### src/rtl/hb_interp2_if.sv
// Sample handshake bundle for hb_interp2: valid/ready input stream and valid/ready output stream.
interface hb_interp2_if;
    logic signed [15:0] in_data;
    logic               in_valid;
    logic               in_ready;
    logic signed [15:0] out_data;
    logic               out_valid;
    logic               out_ready;

    // slave is the interpolator's view; master is the producer/consumer around it.
    modport slave  (input  in_data, in_valid, out_ready,
                    output in_ready, out_data, out_valid);
    modport master (output in_data, in_valid, out_ready,
                    input  in_ready, out_data, out_valid);
endinterface

### src/rtl/hb_interp2.sv
// Half-band x2 interpolator on one time-shared 17x16 multiplier; A result 8 clocks after accept, output held under backpressure.
// HB_INTERP_SAT_EN: clamp branch A to 16 bits and expose sticky sat_flag; otherwise branch A wraps.
module hb_interp2 (
    input  logic        clk,
    input  logic        reset,
    hb_interp2_if.slave bus
`ifdef HB_INTERP_SAT_EN
    ,
    output logic        sat_flag
`endif
);
    typedef enum logic [1:0] {IDLE, MAC, OUT_A, OUT_B} state_t;

    state_t             state, state_nxt;
    logic signed [15:0] hist [0:13];
    logic signed [35:0] acc;
    logic        [3:0]  k;
    logic signed [15:0] out_q;
    logic signed [15:0] coef;
    logic signed [16:0] pre_add;
    logic signed [32:0] prod;
    logic signed [15:0] a_res;
    logic               accept;
    logic               mac_done;

    assign accept       = bus.in_valid && bus.in_ready;
    assign mac_done     = (k == 4'd7);
    assign bus.out_data = out_q;

    always_comb begin
        case (k)
            4'd0:    coef = 16'sd4;
            4'd1:    coef = -16'sd29;
            4'd2:    coef = 16'sd131;
            4'd3:    coef = -16'sd421;
            4'd4:    coef = 16'sd1114;
            4'd5:    coef = -16'sd2785;
            4'd6:    coef = 16'sd10179;
            default: coef = 16'sd0;
        endcase
    end

    // Symmetric taps share one coefficient, so fold the mirrored pair before multiplying.
    assign pre_add = 17'(hist[k]) + 17'(hist[4'd13 - k]);
    assign prod    = 33'(pre_add) * 33'(coef);

`ifdef HB_INTERP_SAT_EN
    logic signed [35:0] acc_shr;
    logic               a_clamp;

    assign acc_shr = acc >>> 14;

    always_comb begin
        a_clamp = 1'b1;
        if (acc_shr > 36'sd32767)
            a_res = 16'sh7fff;
        else if (acc_shr < -36'sd32768)
            a_res = 16'sh8000;
        else begin
            a_res   = acc_shr[15:0];
            a_clamp = 1'b0;
        end
    end

    always_ff @(posedge clk or posedge reset) begin
        if (reset)
            sat_flag <= 1'b0;
        else if (state == MAC && mac_done && a_clamp)
            sat_flag <= 1'b1;
    end
`else
    // Shift by 14 rather than 15 supplies the x2 interpolation gain.
    assign a_res = acc[29:14];
`endif

    always_ff @(posedge clk or posedge reset) begin
        if (reset)
            state <= IDLE;
        else
            state <= state_nxt;
    end

    always_comb begin
        state_nxt = state;
        case (state)
            IDLE:  if (accept)        state_nxt = MAC;
            MAC:   if (mac_done)      state_nxt = OUT_A;
            OUT_A: if (bus.out_ready) state_nxt = OUT_B;
            OUT_B: if (bus.out_ready) state_nxt = IDLE;
            default:                  state_nxt = IDLE;
        endcase
    end

    always_comb begin
        bus.in_ready  = 1'b0;
        bus.out_valid = 1'b0;
        case (state)
            IDLE:         bus.in_ready  = !reset;
            OUT_A, OUT_B: bus.out_valid = 1'b1;
            default:      ;
        endcase
    end

    always_ff @(posedge clk or posedge reset) begin
        if (reset) begin
            for (int i = 0; i < 14; i++)
                hist[i] <= '0;
            acc   <= '0;
            k     <= '0;
            out_q <= '0;
        end else begin
            if (accept) begin
                hist[0] <= bus.in_data;
                for (int i = 1; i < 14; i++)
                    hist[i] <= hist[i-1];
                acc <= '0;
                k   <= '0;
            end else if (state == MAC) begin
                if (mac_done)
                    out_q <= a_res;
                else begin
                    acc <= acc + 36'(prod);
                    k   <= k + 4'd1;
                end
            end else if (state == OUT_A && bus.out_ready) begin
                // Odd phase is the centre tap (0.5 x gain 2): the sample itself.
                out_q <= hist[6];
            end
        end
    end
endmodule
### src/flat_wrapper.sv
// flat-port wrapper written by rule: the top's interface ports become plain ports
module hb_interp2_flat 
  (clk, reset, bus_in_data, bus_in_valid, bus_out_ready, bus_in_ready, bus_out_data, bus_out_valid);
  hb_interp2_if bus_i ();
  input  logic clk;
  input  logic reset;
  input wire logic [$bits(bus_i.in_data)-1:0] bus_in_data;
  input wire logic [$bits(bus_i.in_valid)-1:0] bus_in_valid;
  input wire logic [$bits(bus_i.out_ready)-1:0] bus_out_ready;
  output wire logic [$bits(bus_i.in_ready)-1:0] bus_in_ready;
  output wire logic [$bits(bus_i.out_data)-1:0] bus_out_data;
  output wire logic [$bits(bus_i.out_valid)-1:0] bus_out_valid;
  assign bus_i.in_data = bus_in_data;
  assign bus_i.in_valid = bus_in_valid;
  assign bus_i.out_ready = bus_out_ready;
  assign bus_in_ready = bus_i.in_ready;
  assign bus_out_data = bus_i.out_data;
  assign bus_out_valid = bus_i.out_valid;
  hb_interp2 u_core (.clk(clk), .reset(reset), .bus(bus_i));
endmodule
### config.mk
export PLATFORM = sky130hd
export DESIGN_NAME = hb_interp2_flat
export DESIGN_NICKNAME = d
export VERILOG_FILES = /design/src/rtl/hb_interp2_if.sv /design/src/rtl/hb_interp2.sv /design/src/flat_wrapper.sv
export SDC_FILE = /design/constraint.sdc
export NUM_CORES = 1
export LEC_CHECK = 0
export ABC_CLOCK_PERIOD_IN_PS = 13800
export CAP_MARGIN = 10
export CORE_MARGIN = 4
export CORE_UTILIZATION = 65
export CTS_BUF_LIST = sky130_fd_sc_hd__clkbuf_8
export CTS_CLUSTER_SIZE = 12
export DETAILED_ROUTE_END_ITERATION = 7
export PLACE_DENSITY = 0.79
export SLEW_MARGIN = 20
export SYNTH_ARGS = -nofsm -noshare
export SYNTH_HDL_FRONTEND = slang
export SYNTH_SLANG_ARGS = --single-unit
### constraint.sdc
create_clock -name clk -period 13.8 [get_ports clk]
set_input_delay 2.76 -clock clk [delete_from_list [all_inputs] [get_ports clk]]
set_output_delay 2.76 -clock clk [all_outputs]
set_load 0.005 [all_outputs]
==> reports/qor.yml, run 1 <==
async_flop_share_pct: 100.0
numCtsBuffers: 49
grt_antenna_before_repair: 2
crit_arrival_ns: 11.63
path_clk_slew_ns: 0.06
min-delay-start: "u_core.hist[42]"
rr_startpoint: "u_core.k[2]"
hp-class: "reg2reg"
htree_levels: 2
fp.coreArea_mm2: 0.03874
drv_slew: 0
die_w_um: 206.3
post_synth.cell_area_avg_um2: 8.626
final_nets: 3354
drt_iter0_drc: 1876
fin_skew_ns: 0.04812
insertion_delay_ns: 0.66
finalSetupViolations: 0
start_kind: "flop"
worstHoldEndpoint: "u_core.hist[26]"
area_growth_pct: 6.810
synth_top_family_by_area: "adder cells"
hold_depth: 2
wire_per_inst_um: 18.89
cp_max_fo: 52
drv_cap: 0
clk_path_buf_depth: 3
critPathSlowestCell: "nor2_1"
multi_input_area_mm2: 0.01667
rrSetupSlack_ns: 2.76
cts.repair.resized: 0
seq_area_mm2: 0.006915
syn_area_mm2: 0.02556
ys_ff_latch: 276
clkSinkCount: 276
first_pass_iters: 6
grt_pass1_vias: 20720
critPathTopFamily: "adder cells"
synth-adder-area-share_pct: 27.67
overflow: 0
grt_first_pass_wirelength_um: 108200
routed_wl_um: 65880
reg2reg_to: "u_core.acc[29]"
synth_xor_area_share_pct: 2.555
r2r_cells: 34
rsz0062_at_grt: "no"
outcome: "complete, no violations"
ys_warn_count: 0
cts_setup_buffers: 0
synth_compound_gate_area_share_pct: 8.092
hold-worst-slack_ns: 0.4786
synth_common_cells: "883 x nand2_1, 386 x inv_1, 276 x dfrtp_1"
rows: 72
io_buffers: 37
max_stage_delay_ns: 0.98
synth_most_common_cell: "nand2_1"
vias_per_cell: 5.888
synth.area.mux_share_pct: 8.518
yosys.area.top_type: "dfrtp_1"
synthesis.nets: 3385
min_period_over_period_pct: 80.01
layout-drive-gt1-share_pct: 6.804
max_freq_mhz: 90.56
netlist_top_cells_area: "dfrtp_1 27%, fa_1 21%, nand2_1 13%, ha_1 6.4%, inv_1 5.7%"
hold_viol_final: 0
ant_nets: 0
clockRootBuffer: "clkbuf_8"
fillers: 2991
yosysTopAreaCellShare_pct: 27.02
vias: 20540
crit_path_end_kind: "flop"
dp_hpwl_um: 48410
dp_cells: 3399
critical_path_class: "reg2reg"
dieArea_mm2: 0.04256
fin_crit_ns: 11.04
synth_edf_count: 0
synth_ff_type: "dfrtp_1"
final_cells: 3488
gp_congestion: 0.9630
cp_num_buf_inv: 5
ys_seq_area_share_pct: 27.02
worstMarginPinSlew_ns: 1.093
ys_types: 67
dieHeight_um: 206.3
fin_setup_tns_ns: 0
postCtsHoldBufs: 0
start_util_pct: 65.98
cts_tree: "built"
cpMostUsedCell: "fa_1"
grt_use_total_pct: 32.02
yosys.area_share.simple_pct: 18.26
relSlewSlack_pct: 26.59
cp.required_ns: 14.39
ios: 38
syn_inst: 2963
grt_max_degree: 108
route.detailed.drc: 0
-- flip-flops by register name, indices dropped and copies added (netlist names) --
register / count
u_core.hist: 224
u_core.acc: 30
u_core.state: 2
u_core.bus.out_data: 16
u_core.k: 4
-- per-layer routing --
metal	routed length [um]	global-route usage (%)	vias up	share of wire [%]
met3	5483	6.700	215	8.3
met2	31450	51.67	892	48
met5	13	0	-	0.020
li1	-	-	9277	-
met1	25630	42.32	10150	39
met4	3296	14.02	2	5.0
-- kinds of logic after synthesis --
kind of cell	count (synthesis)
fa+ha+maj	402
compound gates	333
flops	276
buf+inv	531
simple gates	1189
xor+xnor	72
mux	160
-- cell type report --
cell class,count,area share [%]
diodes,1,0.009167
clock buffers,61,3.075
clock inverters,27,0.7058
inverters,387,5.349
multi-input cells,2156,61.06
flip-flops and latches,276,25.33
well taps,518,2.374
repair buffers,62,2.090
-- placed cells by master (no fill, tap or decap), types with 37 or more instances in the layout --
cell type	instances
fa_1	272
inv_1	397
mux4_2	43
nand2_1	882
clkdlybuf4s50_1	37
nor2_1	226
dfrtp_1	273
a21oi_1	128
o21ai_0	57
xnor2_1	47
clkbuf_8	61
mux2i_1	87
ha_1	130
-- worst reg2reg max path, delay by kind of cell (launching register included) --
family / cells / cell delay [ns]
AND/OR/NAND/NOR: 6 / 1.83
buffers and inverters: 5 / 0.73
flip-flops: 1 / 0.34
adder cells (fa/ha/maj): 9 / 4.51
XOR/XNOR: 1 / 0.68
AO/OA/AOI/OAI: 13 / 2.89
-- per-stage QoR --
step / setup WS, ns / instance area [um2] / utilization, %
after floorplan: 3.419 / 25560 / -
final: 2.758 / 27300 / 70.47
after global routing: 2.320 / 27300 / 70.47
after global placement: 3.207 / 26260 / 67.78
after detailed placement: 2.917 / 26260 / 67.79
after CTS: 2.934 / 27290 / 70.46
-- worst max-delay path by stage --
stage	startpoint	end	slack [ns]	depth (start not counted)
finish	u_core.k[2]	u_core.acc[29]	2.76	34
global placement	u_core.k[2]	u_core.acc[24]	3.21	35
global route	u_core.k[2]	u_core.acc[29]	2.32	35
detailed placement	u_core.k[2]	u_core.acc[24]	2.92	35
floorplan	reset	u_core.acc[0]	3.42	1
CTS	u_core.k[2]	u_core.acc[24]	2.93	35
Power of run 1 is not shown: default switching activity piles up to over one toggle a cycle in this logic, so the estimate is an artifact.
==> run 2: changes to the inputs <==
Settings changed: ABC_CLOCK_PERIOD_IN_PS 13800 to 11400.
Clock period 13.8 ns to 11.4 ns, I/O delays scaled along.
==> run 2 against run 1 <==
- non-clock buffer count up 8
- global-route usage down 0.20 points
- critical path depth unchanged
- critical path type unchanged
==> reports/qor.yml, run 2 (synthesis results as in run 1) <==
seq_area_mm2: 0.006915  # unchanged
fin_skew_ns: 0.04463  # was 0.04812 ns
outcome: "complete, no violations"  # unchanged
grt_first_pass_wirelength_um: 107600  # was 108200 um
routed_wl_um: 65620  # was 65880 um
start_util_pct: 65.98  # unchanged
grt_use_total_pct: 31.82  # was 32.02%
final_common_cell: "nand2_1"  # unchanged
die_w_um: 206.3  # unchanged
io_buffers: 37  # unchanged
grt_max_degree: 225  # was 108
worstMarginPinSlew_ns: 1.170  # was 1.093 ns
layout-drive-gt1-share_pct: 7.052  # was 6.804%
vias_per_cell: 5.819  # was 5.888
vias: 20340  # was 20540
cp.required_ns: 11.96  # was 14.39 ns
regMostFlops: "u_core.hist"  # unchanged
rsz0062_at_grt: "no"  # unchanged
gp_congestion: 0.9670  # was 0.9630
drt_iter0_drc: 1917  # was 1876
dieHeight_um: 206.3  # unchanged
crit_path_end_kind: "flop"  # unchanged
largest_reg_flops: 224  # unchanged
fin_crit_ns: 10.65  # was 11.04 ns
fp.coreArea_mm2: 0.03874  # unchanged
area_growth_pct: 7.284  # was 6.810%
relSlewSlack_pct: 21.97  # was 26.59%
fillers: 3011  # was 2991
hold_viol_final: 0  # unchanged
critical_path_class: "reg2reg"  # unchanged
start_kind: "flop"  # unchanged
path_clk_slew_ns: 0.08  # was 0.06 ns
htree_levels: 2  # unchanged
postCtsHoldBufs: 0  # unchanged
cp_max_fo: 30  # was 52
ios: 38  # unchanged
drv_slew: 0  # unchanged
max_freq_mhz: 93.91  # was 90.56 MHz
critPathSlowestCell: "xnor2_1"  # was nor2_1
wire_per_inst_um: 18.77  # was 18.89 um
final_cell_area_mm2: 0.02742  # was 0.02730 mm2
first_pass_iters: 5  # was 6
dieArea_mm2: 0.04256  # unchanged
grt_antenna_before_repair: 2  # unchanged
route.detailed.drc: 0  # unchanged
finalSetupViolations: 0  # unchanged
n_antenna_cell: 0  # was 1
clk_path_buf_depth: 3  # unchanged
cpMostUsedCell: "fa_1"  # unchanged
numCtsBuffers: 48  # was 49
dp_hpwl_um: 48920  # was 48410 um
grt_pass1_vias: 20860  # was 20720
min_period_over_period_pct: 93.40  # was 80.01%
rrSetupSlack_ns: 0.75  # was 2.76 ns
fin_setup_tns_ns: 0  # unchanged
mostFrequentLayoutCells: "882 x nand2_1, 398 x inv_1, 273 x dfrtp_1, 272 x fa_1, 226 x nor2_1"  # was 882 x nand2_1, 397 x inv_1, 273 x dfrtp_1, 272 x fa_1, 226 x nor2_1
clkSinkCount: 276  # unchanged
cts.repair.resized: 0  # unchanged
cts_tree: "built"  # unchanged
crit_arrival_ns: 11.21  # was 11.63 ns
overflow: 0  # unchanged
final_nets: 3361  # was 3354
rows: 72  # unchanged
drv_cap: 0  # unchanged
postPlaceCellArea_mm2: 0.02635  # was 0.02626 mm2
ant_nets: 0  # unchanged
hp-class: "reg2reg"  # unchanged
insertion_delay_ns: 0.64  # was 0.66 ns
cts_setup_buffers: 0  # unchanged
max_stage_delay_ns: 0.83  # was 0.98 ns
clockRootBuffer: "clkbuf_8"  # unchanged
multi_input_area_mm2: 0.01668  # was 0.01667 mm2
run 2: cell count changes in the layout (fill, tap and decap cells not counted), sizes merged:
cell	previous run	this run
clkbuf	61	64
inv	400	401
buf	25	33
diode	1	0
clkinv	10	7
run 2: layer usage:
metal / wire length, um / global-route usage [%] / up-vias
met5: 28 / 0 / -
met4: 2947 / 13.47 / 4
met3: 4286 / 5.445 / 183
met2: 31710 / 52.44 / 748
met1: 26650 / 42.09 / 10100
li1: - / - / 9305
run 2: path summary, 6_finish.rpt:
path                       depth (start not counted)       startpoint               to
setup / recovery                                  34      u_core.k[1]   u_core.acc[21]
hold / removal                                     2  u_core.hist[63]  u_core.hist[47]
setup reg to reg                                  34      u_core.k[1]   u_core.acc[21]
min in group asynchronous                          2            reset   u_core.acc[25]
hold reg to reg                                    2  u_core.hist[63]  u_core.hist[47]
max in group asynchronous                          3            reset      u_core.k[0]
run 2: cell type report:
class,instances,share of cell area [%]
Multi-Input combinational cell,2156,60.84
Sequential cell,276,25.22
Inverter,387,5.325
Clock buffer,64,3.212
Timing Repair Buffer,70,2.391
Tap cell,518,2.364
Clock inverter,25,0.6525
run 2: metrics by stage:
stage	setup slack, ns	hold slack [ns]	util, %	std cells
after floorplan	1.499	0.4551	-	2963
after global placement	1.204	0.4686	68.00	3407
after detailed placement	0.8775	0.4760	68.01	3407
after CTS	0.8888	0.4908	70.75	3496
after global routing	0.1864	0.5115	70.78	3496
final	0.7518	0.4901	70.78	3496
run 2: critical path: cells and delay by family (launching register included):
kind	cells	cell delay, ns
buf+inv	4	0.22
compound gates	12	2.81
simple gates	6	1.11
xor+xnor	3	1.64
flops	1	0.66
fa+ha+maj	9	4.18
Power of run 2 is left out for the same reason.
